==> config.mk <==
export PLATFORM = sky130hd
export DESIGN_NAME = sn_cmd_decoder_multi
export DESIGN_NICKNAME = d
export VERILOG_FILES = /design/src/rtl/sn_cmd_decoder_multi.sv
export SDC_FILE = /design/constraint.sdc
export NUM_CORES = 1
export LEC_CHECK = 0
export CAP_MARGIN = 20
export CELL_PAD_IN_SITES_DETAIL_PLACEMENT = 0
export CELL_PAD_IN_SITES_GLOBAL_PLACEMENT = 2
export CORE_MARGIN = 2
export CORE_UTILIZATION = 38
export DETAILED_ROUTE_END_ITERATION = 8
export PLACE_DENSITY_LB_ADDON = 0.1
export SLEW_MARGIN = 20
export SYNTH_ARGS = -nofsm -noshare
export SYNTH_HDL_FRONTEND = slang
export SYNTH_SLANG_ARGS = --single-unit
export TNS_END_PERCENT = 30
==> constraint.sdc <==
create_clock -name clk -period 4.1 [get_ports clk]
set_input_delay 1.23 -clock clk [delete_from_list [all_inputs] [get_ports clk]]
set_output_delay 1.23 -clock clk [all_outputs]
set_load 0.02 [all_outputs]
==> src/rtl/sn_cmd_decoder_multi.sv <==
// Multi-chip SN76489 command decoder: input FIFO, per-chip latch
// tracking, shadow register file and one load strobe per update.
module sn_cmd_decoder_multi #(
    parameter int NUM_CHIPS  = 2,
    parameter int CHIP_W     = 1,
    parameter int FIFO_DEPTH = 4
) (
    input  logic              clk,
    input  logic              rst_n,
    input  logic              in_valid,
    input  logic [7:0]        in_data,
    input  logic [CHIP_W-1:0] in_chip,
    output logic              in_ready,
    output logic              out_load,
    output logic [CHIP_W-1:0] out_chip,
    output logic [2:0]        out_adr,
    output logic [9:0]        out_value,
    output logic              noise_rst,
    input  logic [CHIP_W-1:0] rd_chip,
    input  logic [2:0]        rd_adr,
    output logic [9:0]        rd_value
);
    localparam int AW = $clog2(FIFO_DEPTH);
    localparam logic [2:0] NOISE_ADR = 3'd6;

    logic [CHIP_W+7:0] mem [FIFO_DEPTH];
    logic [AW:0]       wr_ptr;
    logic [AW:0]       rd_ptr;
    logic              full;
    logic              empty;
    logic              push;
    logic              pop;

    logic [9:0]        shadow [NUM_CHIPS][8];
    logic [2:0]        latched [NUM_CHIPS];

    logic [CHIP_W-1:0] h_chip;
    logic [7:0]        h_data;
    logic              chip_ok;
    logic              do_load;
    logic [2:0]        cur_latch;
    logic [9:0]        cur_reg;
    logic [2:0]        r;
    logic [9:0]        new_val;
    logic              is_noise;
    logic              is_att;
    logic              tone_lo;
    logic              tone_hi;

    assign empty    = (wr_ptr == rd_ptr);
    assign full     = (wr_ptr[AW] != rd_ptr[AW]) &&
                      (wr_ptr[AW-1:0] == rd_ptr[AW-1:0]);
    assign in_ready = !full;
    assign push     = in_valid && !full;
    assign pop      = !empty;

    always_ff @(posedge clk) begin
        if (push) begin
            mem[wr_ptr[AW-1:0]] <= {in_chip, in_data};
        end
    end

    always_ff @(posedge clk or negedge rst_n) begin
        if (!rst_n) begin
            wr_ptr <= '0;
            rd_ptr <= '0;
        end else begin
            if (push) wr_ptr <= wr_ptr + 1'b1;
            if (pop)  rd_ptr <= rd_ptr + 1'b1;
        end
    end

    assign {h_chip, h_data} = mem[rd_ptr[AW-1:0]];
    assign chip_ok = ({1'b0, h_chip} < (CHIP_W+1)'(NUM_CHIPS));
    assign do_load = pop && chip_ok;

    always_comb begin
        cur_latch = '0;
        cur_reg   = '0;
        for (int c = 0; c < NUM_CHIPS; c++) begin
            if (h_chip == CHIP_W'(c)) cur_latch = latched[c];
        end
        r = h_data[7] ? h_data[6:4] : cur_latch;
        for (int c = 0; c < NUM_CHIPS; c++) begin
            if (h_chip == CHIP_W'(c)) cur_reg = shadow[c][r];
        end
        is_noise = (r == NOISE_ADR);
        is_att   = r[0];
        tone_lo  = h_data[7] && !is_att && !is_noise;
        tone_hi  = !h_data[7] && !is_att && !is_noise;
        new_val  = cur_reg;
        unique case (1'b1)
            is_noise: new_val = {7'd0, h_data[2:0]};
            is_att:   new_val = {6'd0, h_data[3:0]};
            tone_lo:  new_val = {cur_reg[9:4], h_data[3:0]};
            tone_hi:  new_val = {h_data[5:0], cur_reg[3:0]};
            default:  new_val = cur_reg;
        endcase
    end

    // Register file is written at the pop edge so readback tracks the strobe.
    always_ff @(posedge clk or negedge rst_n) begin
        if (!rst_n) begin
            out_load  <= 1'b0;
            noise_rst <= 1'b0;
            out_chip  <= '0;
            out_adr   <= '0;
            out_value <= '0;
            for (int c = 0; c < NUM_CHIPS; c++) begin
                latched[c] <= '0;
                for (int a = 0; a < 8; a++) begin
                    shadow[c][a] <= (a % 2 == 1) ? 10'h00F : 10'h000;
                end
            end
        end else begin
            out_load  <= do_load;
            noise_rst <= do_load && is_noise;
            if (do_load) begin
                out_chip  <= h_chip;
                out_adr   <= r;
                out_value <= new_val;
                for (int c = 0; c < NUM_CHIPS; c++) begin
                    if (h_chip == CHIP_W'(c)) begin
                        latched[c]   <= r;
                        shadow[c][r] <= new_val;
                    end
                end
            end
        end
    end

    always_comb begin
        rd_value = '0;
        for (int c = 0; c < NUM_CHIPS; c++) begin
            if (rd_chip == CHIP_W'(c)) rd_value = shadow[c][rd_adr];
        end
    end

endmodule

==> flow_summary.toml, run 1 <==
[global_routing]
grt_pass1_vias = 8528
grt_pass1_wl_um = 54870
grt_max_degree = 81
grt.overflow.total = 0
antenna_found_initial = 0
gr-usage-all-layers_pct = 24.26

[final_layout]
multi_input_area_mm2 = 0.004908
layout_commonest_cell = "dfrtp_1"
drive_above_1_share_pct = 24.17
fillers = 2661
seqCellArea_mm2 = 0.005826
layout.nets = 998
syn2layout_area_growth_pct = 17.35
mostFrequentLayoutCells = "dfrtp_1 (156), nand2_1 (122), and2_1 (67)"
diodes = 0

[logic_synthesis]
ys_seq_elements = 224
synth_area_leader_cell = "dfrtp_1"
synth_cells = 919
syn_avg_cell_area_um2 = 12.07
synth-async-reset-ratio_pct = 83.93
synthTopCellsByArea = "dfrtp_1 (35%), mux4_2 (12%), edfxtp_1 (9.7%)"
synth_cell_type_count = 67
synth_top_area_share_pct = 35.19
yosysSeqAreaShare_pct = 52.52
ys_warn_count = 0
syn_area_mm2 = 0.01109
synth_edf_count = 36
synth_ff_type = "dfrtp_1"
syn_nets = 940

[timing]
finalSetupTns_ns = 0
min_period_ns = 4.072
hold_viol = 0
period_share_pct = 99.31
rsz0062_at_grt = "false"
slew_headroom_pct = 40.22
fin_hold_ws_ns = 0.4613
max_freq_mhz = 245.6
finClkSkew_ns = 0.02483
worstMarginPinSlew_ns = 0.8942
slew_viol_final = 0
setup_viol = 0

[critical_path]
worstSetupPathType = "in -> out"
endpoint = "rd_value[9]"
crit_required_ns = 2.87
cp.arrival_ns = 2.84
reg2reg_to = "shadow[47]"
critPathMaxFanout = 12
r2r_cells = 7
end_kind = "output port"
r2r_setup_slack_ns = 0.25
regToRegStartpoint = "rd_ptr[0]"
crit_start = "rd_adr[0]"
start_kind = "input port"

[power_and_ir_drop]
peakVddDrop_mv = 0.4263
p_total_mw = 12.67
power.density_mw_per_mm2 = 973.1
p_leak_nw = 5.357

[clocking]
root_buffer = "clkbuf_16"
cts_max_level = 1
cts_tree = "yes"
cts.sink_count = 224
cts_setup_buffers = 0
numCtsBuffers = 26
clk_pin_slew_ns = 0.06
clk_latency_ns = 0.55
cts_buffer_depth = 3

[route]
drc_errors = 0
wirelength_um = 36590
ant_nets = 0
drtPass1Iterations = 5
dr.first_iter.drc_count = 718
vias = 8128
wl_per_cell_um = 26.49
viasPerCell = 5.886

[placed_design]
io_buffers = 42
dp_hpwl_um = 25410
gp_routability_congestion = 0.8639

[floorplan]
ios = 43
die_h_um = 174.9
fp-row-count = 62
start_util_pct = 38.64
die_x_um = 174.9
core_area_mm2 = 0.02870
die_area_mm2 = 0.03057

[outcome]
status = "complete, no violations"

[min_path]
hold_class = "reg -> reg"

[run]
maxCapViolations = 0
cell usage after synthesis, types with 17 or more instances:
cell type and instances:
a21oi_1 22, a31oi_1 21, and2_1 67, buf_2 18, clkbuf_1 32, dfrtp_1 156
dfstp_2 32, edfxtp_1 36, mux4_2 59, nand2_1 122, nand3_1 18, nor2_1 37
o211ai_1 25, o21ai_0 49, o21ai_1 17, o31ai_1 28
state kept, by name, indices dropped and copies added (netlist names), 3 cells and up:
register	cells
latched	6
wr_ptr	3
out_value	10
mem	36
rd_ptr	3
out_adr	3
shadow	160
layer usage:
metal / global-route usage, % / wire length (um) / vias to the layer above
met3: 3.394 / 1749 / 77
met4: 8.229 / 1217 / 0
met2: 41.50 / 18140 / 285
met5: 0 / 0 / -
li1: - / - / 3583
met1: 31.79 / 15480 / 4183
metrics by stage:
| step | setup WS (ns) | cell area [um^2] | utilization (%) | instances |
|---|---|---|---|---|
| 2_1_floorplan | 0.07459 | 11100 | - | 919 |
| 3_3_place_gp | -0.3635 | 12130 | 42.26 | 1332 |
| 3_5_place_dp | -0.3628 | 12130 | 42.26 | 1332 |
| 4_1_cts | 0.001053 | 13030 | 45.39 | 1381 |
| 5_1_grt | 0.002868 | 13020 | 45.35 | 1381 |
| 6_report | 0.02845 | 13020 | 45.35 | 1381 |
final cells by class:
| type | count | area share [%] |
|---|---|---|
| sequential | 224 | 44.76 |
| clock inverter | 12 | 1.134 |
| tap | 384 | 3.691 |
| timing repair buffer | 96 | 6.796 |
| clock buffer | 36 | 5.595 |
| inverter | 11 | 0.3172 |
| multi-input combinational | 618 | 37.71 |
logic make-up (layout without fill, tap and decap cells):
| group | Yosys count | after routing | share of synthesized area [%] |
|---|---|---|---|
| buf+inv | 77 | 155 | 3.384 |
| flops | 224 | 224 | 52.52 |
| simple gates | 273 | 273 | 11.74 |
| xor+xnor | 7 | 7 | 0.5527 |
| mux | 89 | 89 | 15.15 |
| compound gates | 244 | 244 | 16.09 |
| fa+ha+maj | 5 | 5 | 0.5640 |
critical path, cell delays in order:
cell and delay [ns]:
buf_4 0.17, buf_16 0.19, buf_4 0.15, mux4_2 0.29
mux4_2 0.49, clkdlybuf4s15_1 0.30
worst min-delay path by stage:
stage                             to  cells past startpoint       start  slack, ns
after floorplan            shadow[0]                      2   shadow[0]       0.44
after global placement    shadow[80]                      2  shadow[80]       0.45
after detailed placement  shadow[80]                      2  shadow[80]       0.45
after CTS                 shadow[80]                      2  shadow[80]       0.46
after global routing      shadow[80]                      2  shadow[80]       0.48
final                     shadow[80]                      2  shadow[80]       0.46
timing repair:
action | in CTS | in global routing
pin swaps | 0 | 1
hold buffers | 0 | 0
resized for setup | 38 | 7
setup endpoints to repair | 10 | 49
endpoints found under the hold margin | 0 | 0
gates cloned | 1 | 0
where the power goes:
group	internal, mW	switching [mW]	leakage [nW]
sequential	3.02	0.551	2.71
combinational	2.21	4.51	2.22
clock	1.43	0.949	0.430
total	6.66	6.01	5.36
No activity file was read; power rests on OpenSTA's default activity.
==> run 2, diff against run 1 <==
--- a/config.mk
+++ b/config.mk
@@ -8,8 +8,10 @@
 export CAP_MARGIN = 20
 export CELL_PAD_IN_SITES_DETAIL_PLACEMENT = 0
 export CELL_PAD_IN_SITES_GLOBAL_PLACEMENT = 2
+export CORE_ASPECT_RATIO = 1.2
 export CORE_MARGIN = 2
 export CORE_UTILIZATION = 38
+export CTS_CLUSTER_DIAMETER = 150
 export DETAILED_ROUTE_END_ITERATION = 8
 export PLACE_DENSITY_LB_ADDON = 0.1
 export SLEW_MARGIN = 20
==> run 2 against run 1 <==
Cell count fell by 0.36%; critical path depth is the same; count of clock-buffer cells in the layout shrank 5; register-to-register slack got worse by 0.03 ns; power down 1.6%; sequential cell count stayed put.
==> flow_summary.toml, run 2 (synthesis gave the netlist of run 1 again) <==
[clocking]
cts_tree = "yes"
cts_max_level = 1
clk_pin_slew_ns = 0.06
cts_hold_buf = 0
root_buffer = "clkbuf_16"
numCtsBuffers = 25
cts_buffer_depth = 3
cts.sink_count = 224
clk_latency_ns = 0.56

[timing]
period_share_pct = 98.68
fin_hold_ws_ns = 0.4726
min_period_ns = 4.046
slew_headroom_pct = 37.12
rsz0062_at_grt = "false"
setup_viol = 0
fin_ws_ns = 0.05422
max_freq_mhz = 247.2
finClkSkew_ns = 0.03250
slew_viol_final = 0
hold_viol = 0
worstMarginPinSlew_ns = 0.9406

[global_routing]
grt_pass1_wl_um = 55420
gr-usage-all-layers_pct = 24.61
grt_pass1_vias = 8448
antenna_found_initial = 2
grt_max_degree = 94
grt.overflow.total = 0

[placed_design]
gp_routability_congestion = 0.8526
placed_cells = 1327
dp_hpwl_um = 25780
place_ws_ns = -0.3451
io_buffers = 42

[route]
wl_per_cell_um = 26.91
viasPerCell = 5.900
wirelength_um = 37030
drc_errors = 0
vias = 8118
dr.first_iter.drc_count = 717
drtPass1Iterations = 7
ant_nets = 0

[floorplan]
ios = 43
start_util_pct = 38.57
die_x_um = 160.0
die_h_um = 191.2
die_area_mm2 = 0.03058
core_area_mm2 = 0.02876
fp-row-count = 68

[critical_path]
crit_required_ns = 2.87
slowest_delay_ns = 0.49
cp.arrival_ns = 2.82
end_kind = "output port"
crit_chain = "buf_4 > buf_16 > buf_4 > mux4_2 > mux4_2 > clkdlybuf4s15_1"
start_kind = "input port"
crit_path_top_delay_cell = "mux4_2"
path_buf_inv = 4
critPathMaxFanout = 11
worstSetupPathType = "in -> out"
path_delay_family = "buffers and inverters"

[final_layout]
fin_cells = 1376
drive_above_1_share_pct = 23.92
layout_commonest_cell = "dfrtp_1"
syn2layout_area_growth_pct = 16.35
layout.nets = 993
top_register = "shadow"
mostFrequentLayoutCells = "dfrtp_1 (156), nand2_1 (122), and2_1 (67)"
largest_reg_flops = 160
diodes = 0

[run]
maxCapViolations = 0

[min_path]
hold_class = "reg -> reg"

[outcome]
status = "complete, no violations"

[power_and_ir_drop]
p_leak_nw = 5.295
peakVddDrop_mv = 0.4226
p_total_mw = 12.46
power.density_mw_per_mm2 = 965.9
-- run 2: worst paths after layout --
path	end	cells past startpoint	from	slack, ns
hold / removal	shadow[0]	2	shadow[0]	0.47
min in group asynchronous	out_value[1]	1	rst_n	0.75
setup reg to reg	shadow[45]	8	rd_ptr[0]	0.22
hold reg to reg	shadow[0]	2	shadow[0]	0.47
setup / recovery	rd_value[9]	6	rd_adr[0]	0.05
max in group asynchronous	shadow[67]	2	rst_n	2.53
-- run 2: layer usage --
metal  up-vias  part of all wire (%)  GRT usage [%]
met4         0                   6.2          13.86
met5         -                     0              0
li1       3564                     -              -
met2       308                    49          41.38
met3       116                   5.6          3.688
met1      4130                    40          30.55
-- run 2: what timing repair did --
| action | 4_1_cts | 5_1_grt |
|---|---|---|
| gates cloned | 1 | 0 |
| gates resized for setup | 30 | 9 |
| pin swaps | 0 | 1 |
| setup endpoints to repair | 10 | 29 |
| setup buffers | 0 | 2 |
-- run 2: cell type report --
class | count | area, um^2
clock buffers | 31 | 648.1
clock inverters | 15 | 147.6
fillers | 2730 | 15850
inverters | 11 | 41.29
multi-input cells | 618 | 4906
flip-flops and latches | 224 | 5826
well taps | 385 | 481.7
repair buffers | 92 | 854.6
-- run 2: tightest hold or removal path: stages, from the launching register on --
cell     delay [ns]
dfstp_2        0.37
nand2_1        0.05
nand2_1        0.05
-- run 2: report_power, final --
group / internal (mW) / switching (mW) / leakage, nW
logic: 2.17 / 4.45 / 2.19
clock network: 1.26 / 0.955 / 0.390
registers: 3.02 / 0.604 / 2.71
-- run 2: stage by stage --
step / utilization (%) / setup TNS [ns] / cell area, um^2
4_1_cts: 44.90 / 0 / 12910
3_3_place_gp: 42.07 / -2.920 / 12100
5_1_grt: 44.87 / 0 / 12900
6_report: 44.87 / 0 / 12900
3_5_place_dp: 42.07 / -2.974 / 12100
2_1_floorplan: - / 0 / 11100
==> run 3, diff against run 2 <==
--- a/config.mk
+++ b/config.mk
@@ -14,6 +14,7 @@
 export CTS_CLUSTER_DIAMETER = 150
 export DETAILED_ROUTE_END_ITERATION = 8
 export PLACE_DENSITY_LB_ADDON = 0.1
+export SKIP_CTS_REPAIR_TIMING = 1
 export SLEW_MARGIN = 20
 export SYNTH_ARGS = -nofsm -noshare
 export SYNTH_HDL_FRONTEND = slang
==> run 3 against run 2 <==
Die area stayed put; clock power hardly changed; clock skew increased by 0.0011 ns; via count shrank 0.12%; wire length hardly changed; critical path depth unchanged; combinational power hardly changed; highest routed layer unchanged.
==> flow_summary.toml, run 3 (synthesis gave the netlist of run 1 again) <==
[final_layout]
layout.nets = 995
mostFrequentLayoutCells = "dfrtp_1 (156), nand2_1 (122), and2_1 (67)"
diodes = 0
layout_commonest_cell = "dfrtp_1"
top_register = "shadow"
syn2layout_area_growth_pct = 16.98
postLayoutCoreUtil_pct = 45.12
fillers = 2729
drive_above_1_share_pct = 23.36
largest_reg_flops = 160

[critical_path]
slowest_delay_ns = 0.51
worstSetupPathType = "in -> out"
crit_path_top_delay_cell = "mux4_2"
crit_chain = "buf_6 > buf_12 > buf_8 > mux4_2 > mux4_2 > clkbuf_2"
critPathMaxFanout = 8
cp.arrival_ns = 2.83
start_kind = "input port"
cpMostUsedCell = "mux4_2"
end_kind = "output port"
crit_required_ns = 2.87

[power_and_ir_drop]
peakVddDrop_mv = 0.4260
power.density_mw_per_mm2 = 962.1
p_leak_nw = 5.405

[clocking]
cts_tree = "yes"
root_buffer = "clkbuf_16"
cts_max_level = 1
numCtsBuffers = 25
clk_pin_slew_ns = 0.06
clk_latency_ns = 0.56
cts.sink_count = 224
cts_buffer_depth = 3

[placed_design]
dp_hpwl_um = 25780
io_buffers = 42
place_ws_ns = -0.3451
gp_routability_congestion = 0.8526

[floorplan]
fp-row-count = 68
core_area_mm2 = 0.02876
die_area_mm2 = 0.03058
die_h_um = 191.2
ios = 43
start_util_pct = 38.57
die_x_um = 160.0

[outcome]
status = "complete, no violations"

[global_routing]
grt_max_degree = 94
gr-usage-all-layers_pct = 24.48
antenna_found_initial = 2
grt_pass1_vias = 8448
grt.overflow.total = 0
grt_pass1_wl_um = 55190

[route]
dr.first_iter.drc_count = 705
viasPerCell = 5.884
wl_per_cell_um = 26.89
wirelength_um = 37060
drc_errors = 0
drtPass1Iterations = 5
ant_nets = 0
vias = 8108

[run]
maxCapViolations = 0

[timing]
fin_ws_ns = 0.04415
slew_headroom_pct = 37.58
setup_viol = 0
finClkSkew_ns = 0.03362
worstMarginPinSlew_ns = 0.9337
slew_viol_final = 0
rsz0062_at_grt = "false"
max_freq_mhz = 246.6
min_period_ns = 4.056
hold_viol = 0
period_share_pct = 98.92

[min_path]
hold_class = "reg -> reg"
[run 3: area by class of cell]
type / instances / area [um^2] / share of cell area (%)
tap: 385 / 481.7 / 3.713
multi-input combinational: 618 / 4898 / 37.75
timing repair buffer: 94 / 932.1 / 7.184
clock inverter: 15 / 147.6 / 1.138
sequential: 224 / 5826 / 44.90
clock buffer: 31 / 648.1 / 4.995
inverter: 11 / 41.29 / 0.3182
[run 3: through the flow]
step           instances  setup TNS (ns)  instance area (um^2)  power (mW)  hold WS [ns]
6_report            1378               0                 12970       12.48        0.4682
3_3_place_gp        1327          -2.920                 12100       10.16        0.4531
5_1_grt             1378               0                 12970       13.17        0.4870
3_5_place_dp        1327          -2.974                 12100       10.27        0.4640
4_1_cts             1373          -3.054                 12890       12.51        0.4726
2_1_floorplan        919               0                 11100       7.732        0.4370
[run 3: per-layer routing]
layer / track usage, % / up-vias / share of wire [%]
met5: 0 / - / 0
li1: - / 3565 / -
met1: 30.18 / 4116 / 40
met4: 14.35 / 0 / 6.4
met3: 3.710 / 114 / 5.5
met2: 41.11 / 313 / 48
[run 3: path summary, 6_finish.rpt]
kind                           start            to  slack, ns  cells after the start
min in group asynchronous      rst_n  out_value[1]       0.76                      1
setup reg to reg           rd_ptr[0]    shadow[97]       0.17                      8
max in group asynchronous      rst_n    shadow[67]       2.52                      2
hold / removal             shadow[2]     shadow[2]       0.47                      2
hold reg to reg            shadow[2]     shadow[2]       0.47                      2
setup / recovery           rd_adr[0]   rd_value[4]       0.04                      6
[run 3: power by group]
group | switching, mW | internal (mW) | leakage [nW] | total [mW]
sequential | 0.602 | 3.02 | 2.71 | 3.62
combinational | 4.46 | 2.18 | 2.30 | 6.65
clock | 0.955 | 1.26 | 0.390 | 2.21
[run 3: critical path, delay by kind of cell]
family,cells,cell delay [ns]
buffers and inverters,4,0.59
multiplexers,2,1.00
